**config.mk**
```make
export PLATFORM = sky130hd
export DESIGN_NAME = dsp_result_sig
export DESIGN_NICKNAME = d
export VERILOG_FILES = /design/src/rtl/dsp_result_sig.sv
export SDC_FILE = /design/constraint.sdc
export NUM_CORES = 1
export LEC_CHECK = 0
export ABC_AREA = 1
export BUFFER_PORTS_ARGS = -buffer_cell sky130_fd_sc_hd__buf_2
export CAP_MARGIN = 5
export CORE_ASPECT_RATIO = 2
export CORE_MARGIN = 2
export CORE_UTILIZATION = 45
export CTS_CLUSTER_SIZE = 10
export DETAILED_ROUTE_END_ITERATION = 7
export MAX_ROUTING_LAYER = met4
export PLACE_DENSITY = 0.74
export SYNTH_ARGS = -nofsm -noshare
export SYNTH_HDL_FRONTEND = slang
export SYNTH_SLANG_ARGS = --single-unit
export TNS_END_PERCENT = 1
```
**constraint.sdc**
```tcl
create_clock -name clk -period 2.3 [get_ports clk]
set_input_delay 0.23 -clock clk [delete_from_list [all_inputs] [get_ports clk]]
set_output_delay 0.23 -clock clk [all_outputs]
set_load 0.05 [all_outputs]
```
**src/rtl/dsp_result_sig.sv**
```systemverilog
// Result-bus signature collector: captures the settled DUT result per vector,
// folds it into a 32-bit MISR and streams the signature out as bytes.
module dsp_result_sig #(
    parameter int unsigned ZW     = 108,
    parameter int unsigned SETTLE = 2,
    parameter logic [31:0] POLY   = 32'h04C1_1DB7,
    parameter logic [31:0] SEED   = 32'hFFFF_FFFF
) (
    input  logic          clk,
    input  logic          rst_n,
    input  logic          start,
    input  logic [15:0]   num_vec,
    input  logic          vec_valid,
    output logic          vec_ready,
    input  logic [ZW-1:0] z,
    output logic [7:0]    tx_data,
    output logic          tx_valid,
    input  logic          tx_ready,
    output logic          busy,
    output logic          done
);
    localparam int unsigned SIG_W  = 32;
    localparam int unsigned CNT_W  = 16;
    localparam int unsigned PAD_W  = 128;
    localparam int unsigned SCNT_W = 4;
    localparam int unsigned BYTE_W = 8;

    typedef enum logic [2:0] {
        S_IDLE,
        S_WAIT_VEC,
        S_SETTLE,
        S_FOLD,
        S_SEND,
        S_DONE
    } state_e;

    state_e              state_q, state_d;
    logic [SIG_W-1:0]    sig_q, sig_d;
    logic [CNT_W-1:0]    cnt_q, cnt_d;
    logic [CNT_W-1:0]    nvec_q, nvec_d;
    logic [SCNT_W-1:0]   scnt_q, scnt_d;
    logic [1:0]          k_q, k_d;
    logic [ZW-1:0]       zcap_q, zcap_d;
    logic                vec_ready_q, vec_ready_d;
    logic                tx_valid_q, tx_valid_d;
    logic [BYTE_W-1:0]   tx_data_q, tx_data_d;
    logic                busy_q, busy_d;
    logic                done_q, done_d;

    logic [PAD_W-1:0]    zpad;
    logic [SIG_W-1:0]    chunk;
    logic [SIG_W-1:0]    folded;
    logic [CNT_W-1:0]    cnt_inc;
    logic [1:0]          k_inc;

    // Byte idx of the signature, most significant byte first.
    function automatic logic [BYTE_W-1:0] sig_byte(input logic [SIG_W-1:0] s,
                                                    input logic [1:0] idx);
        return s[{~idx, 3'b000} +: BYTE_W];
    endfunction

    always_comb begin
        zpad    = PAD_W'(zcap_q);
        chunk   = zpad[{k_q, 5'b00000} +: SIG_W];
        folded  = {sig_q[SIG_W-2:0], 1'b0} ^ (sig_q[SIG_W-1] ? POLY : '0) ^ chunk;
        cnt_inc = cnt_q + CNT_W'(1);
        k_inc   = k_q + 2'd1;

        state_d     = state_q;
        sig_d       = sig_q;
        cnt_d       = cnt_q;
        nvec_d      = nvec_q;
        scnt_d      = scnt_q;
        k_d         = k_q;
        zcap_d      = zcap_q;
        vec_ready_d = vec_ready_q;
        tx_valid_d  = tx_valid_q;
        tx_data_d   = tx_data_q;
        busy_d      = busy_q;
        done_d      = 1'b0;

        case (state_q)
            S_IDLE: begin
                if (start) begin
                    sig_d  = SEED;
                    cnt_d  = '0;
                    nvec_d = num_vec;
                    busy_d = 1'b1;
                    if (num_vec == '0) begin
                        state_d    = S_SEND;
                        k_d        = 2'd0;
                        tx_valid_d = 1'b1;
                        tx_data_d  = sig_byte(SEED, 2'd0);
                    end else begin
                        state_d     = S_WAIT_VEC;
                        vec_ready_d = 1'b1;
                    end
                end
            end
            S_WAIT_VEC: begin
                if (vec_valid && vec_ready_q) begin
                    scnt_d      = SCNT_W'(SETTLE - 1);
                    vec_ready_d = 1'b0;
                    state_d     = S_SETTLE;
                end
            end
            S_SETTLE: begin
                if (scnt_q == '0) begin
                    zcap_d  = z;
                    k_d     = 2'd0;
                    state_d = S_FOLD;
                end else begin
                    scnt_d = scnt_q - SCNT_W'(1);
                end
            end
            S_FOLD: begin
                sig_d = folded;
                k_d   = k_inc;
                if (k_q == 2'd3) begin
                    cnt_d = cnt_inc;
                    if (cnt_inc == nvec_q) begin
                        state_d    = S_SEND;
                        k_d        = 2'd0;
                        tx_valid_d = 1'b1;
                        tx_data_d  = sig_byte(folded, 2'd0);
                    end else begin
                        state_d     = S_WAIT_VEC;
                        vec_ready_d = 1'b1;
                    end
                end
            end
            S_SEND: begin
                // Advance only on a completed handshake; data holds otherwise.
                if (tx_valid_q && tx_ready) begin
                    if (k_q == 2'd3) begin
                        tx_valid_d = 1'b0;
                        done_d     = 1'b1;
                        state_d    = S_DONE;
                    end else begin
                        k_d       = k_inc;
                        tx_data_d = sig_byte(sig_q, k_inc);
                    end
                end
            end
            S_DONE: begin
                busy_d  = 1'b0;
                state_d = S_IDLE;
            end
            default: begin
                state_d = S_IDLE;
            end
        endcase
    end

    always_ff @(posedge clk or negedge rst_n) begin
        if (!rst_n) begin
            state_q     <= S_IDLE;
            sig_q       <= SEED;
            cnt_q       <= '0;
            nvec_q      <= '0;
            scnt_q      <= '0;
            k_q         <= '0;
            zcap_q      <= '0;
            vec_ready_q <= 1'b0;
            tx_valid_q  <= 1'b0;
            tx_data_q   <= '0;
            busy_q      <= 1'b0;
            done_q      <= 1'b0;
        end else begin
            state_q     <= state_d;
            sig_q       <= sig_d;
            cnt_q       <= cnt_d;
            nvec_q      <= nvec_d;
            scnt_q      <= scnt_d;
            k_q         <= k_d;
            zcap_q      <= zcap_d;
            vec_ready_q <= vec_ready_d;
            tx_valid_q  <= tx_valid_d;
            tx_data_q   <= tx_data_d;
            busy_q      <= busy_d;
            done_q      <= done_d;
        end
    end

    assign vec_ready = vec_ready_q;
    assign tx_valid  = tx_valid_q;
    assign tx_data   = tx_data_q;
    assign busy      = busy_q;
    assign done      = done_q;

endmodule
```
==> reports/results.tsv <==
metric	value	unit
dieArea	23100	um2
fillers	1936	
clock-sinks	193	
wl_per_cell	16.2	um
die_w	109	um
synthToLayoutAreaGrowth	26.5	%
cp_num_buf_inv	1	
drv_cap	0	
io_buffers	140	
critPathKind	flop to flop	
hp-class	input port to flop	
cts_root_buf	clkbuf_16	
avgSynthCellArea	7.75	um2
power.total	14.7	mW
drc	0	
antenna_found_initial	0	
clk_latency	0.45	ns
worst_pin_slew	0.822	ns
ys_types	36	
irDropWorstVdd	0.000725	V
maxSlewViolCount	0	
routed_wl	28.8	mm
yosys_register_bits	193	
crit_required	2.69	ns
clk_pin_slew_worst_paths	0.07	ns
critPathArrivalTime	2.57	ns
layoutNonFillerInstCount	1779	
vias	9390	
syn_area	9850	um2
r2r_start	cnt_q[1]	
final_cell_mix	nand2_1 (475), dfrtp_1 (156), buf_2 (139), inv_1 (104), dlygate4sd3_1 (74)	
rsz0062_at_grt	true	
antenna_left	0	
core-area	21500	um2
critPathMaxFanout	7	
crit_path_cell_trace	nand2_2 > nor2_4 > nand2_1 > nand2_1 > nand2_1 > nand2_1 > nand2_1 > nor2_1 > nand3_1 > nor2_2 > nand3_2 > nand2_4 > buf_4 > nand3_1 > nand2_1	
ys_warn_count	0	
netlist_instances	1270	
p_leak	6.07	nW
setup_viol	0	
top_layer	met4	
worst_setup_path_end_kind	flop	
cp_common_cell	nand2_1	
drtIter0Drc	746	
synth_nets	1403	
min_from	z[76]	
vias_per_cell	5.28	
critPathLaunchType	flop	
grt_overflow	0	
grt_use_total	0.266	
min_period_over_period	0.949	
cp_slowest_cell	dfrtp_2	
cpLargestDelayFamily	simple AND/OR/NAND/NOR gates	
synth-edff-count	0	
cp_slowest_stage_delay	0.42	ns
gp_congestion	0.981	
wl_met2	15.9	mm
postSynth.asyncResetShare	1.00	
grt_max_degree	67	
htree_levels	4	
diodes	0	
grt_pass1_wl	45.6	mm
ios	141	
layout-drive-gt1-share	0.200	
tritoncts	built	
status	finished, final reports clean	
wl_met3	1.07	mm
crit_start	cnt_q[1]	
period_minus_slack	2.18	ns
setup_tns	0	ns
cts_made_buffers	17	
fp-row-count	76	
slew_headroom	0.447	
fin_skew	0.0104	ns
power.density	1180	nW/um2
initial_core_util	0.458	
dpl.cell_count	1667	
wl_met1	10.2	mm
layout.cells.most_common	nand2_1	
cts_max_path_buffers	2	
timing.fmax	458	MHz
layout.nets	1627	
hold_viol	0	
hpwl	19.9	mm
yosys_most_used_dff	dfrtp_1	
fp.dieH	213	um
first_global_vias	9339	
drt_first_pass_iters	5	
ys_seq_area_frac	0.495	
-- cells by family (layout without fill, tap and decap cells) --
family          Yosys count  after routing  share of synthesized area
compound gates          203            203                      0.119
xor+xnor                 36             36                     0.0320
fa+ha+maj                 4              4                    0.00508
buf+inv                 166            401                     0.0649
flops                   193            193                      0.495
mux                       3              3                    0.00343
simple gates            665            666                      0.281
-- Yosys cell counts (4+ instances only) --
cell	number	share of area
nor4_1	5	0.0032
buf_2	7	0.0036
ha_1	4	0.0051
a32o_1	12	0.012
xnor2_1	9	0.0080
buf_1	4	0.0015
a31oi_1	7	0.0044
nand2_1	476	0.18
nand3b_1	5	0.0038
or2_2	14	0.0089
nand2_2	8	0.0051
dfstp_2	32	0.085
inv_1	104	0.040
a22oi_1	17	0.013
a21oi_1	69	0.035
clkbuf_1	45	0.017
nor2_2	6	0.0038
nand3_1	56	0.028
o21ai_0	70	0.036
o22ai_1	24	0.015
xor2_1	27	0.024
nor2_1	71	0.027
nand4_1	12	0.0076
nor2_4	5	0.0057
dfrtp_1	161	0.41
-- power by group --
part / internal (mW) / switching (mW)
combinational: 2.45 / 3.83
sequential: 4.74 / 0.817
clock: 1.51 / 1.33
total: 8.70 / 5.98
-- state kept, by name (all words and copies together), names as in the netlist, 2 cells and up --
register	flops
cnt_q	16
nvec_q	16
zcap_q	108
tx_data	8
k_q	2
scnt_q	4
sig_q	32
state_q	3
-- path summary, 6_finish.rpt --
check                             endpoint  slack [ns]  depth (start not counted)
worst max-delay path            tx_data[7]        0.12                         15
worst min-delay path            zcap_q[76]       0.003                          3
worst max register to register  tx_data[7]        0.12                         15
worst min register to register  zcap_q[48]        0.47                          2
max in group asynchronous        sig_q[23]        1.23                          3
min in group asynchronous       zcap_q[94]        0.27                          2
-- final cells by class --
class | instances | area, um2 | share of cell area
Clock buffer | 18 | 439 | 0.0352
Clock inverter | 13 | 113 | 0.00904
Inverter | 109 | 412 | 0.0330
Multi-Input combinational cell | 912 | 4390 | 0.352
Sequential cell | 193 | 4880 | 0.391
Tap cell | 273 | 342 | 0.0274
Timing Repair Buffer | 261 | 1890 | 0.152
-- routing by layer --
metal / global-route usage / vias to the layer above
li1: - / 4522
met4: 0.152 / 0
met5: - / -
met3: 0.0354 / 93
met2: 0.477 / 308
met1: 0.272 / 4467
-- worst reg2reg max path: stages, from the launching register on --
cell and delay, ns:
dfrtp_2 0.42, nand2_2 0.09, nor2_4 0.24, nand2_1 0.13, nand2_1 0.10, nand2_1 0.05, nand2_1 0.12, nand2_1 0.07
nor2_1 0.11, nand3_1 0.12, nor2_2 0.14, nand3_2 0.11, nand2_4 0.14, buf_4 0.13, nand3_1 0.08, nand2_1 0.08
-- stage by stage --
step	hold slack (ns)	utilization	cell area, um2	setup WS (ns)
floorplan	-0.0656	-	9850	0.316
global placement	0.186	0.515	11100	0.0985
detailed placement	0.195	0.515	11100	0.0153
CTS	0.000470	0.576	12400	0.0353
global route	0.00913	0.580	12500	-0.0345
finish	0.00277	0.580	12500	0.117
-- timing repair --
item | CTS | global route
hold endpoints to repair | 110 | 0
cloned | 0 | 1
setup buffers | 0 | 6
gates resized for setup | 2 | 12
pin swaps | 0 | 6
setup endpoints to repair | 6 | 17
hold buffers | 74 | 0
Note: power is estimated with default switching activity, not from simulation.
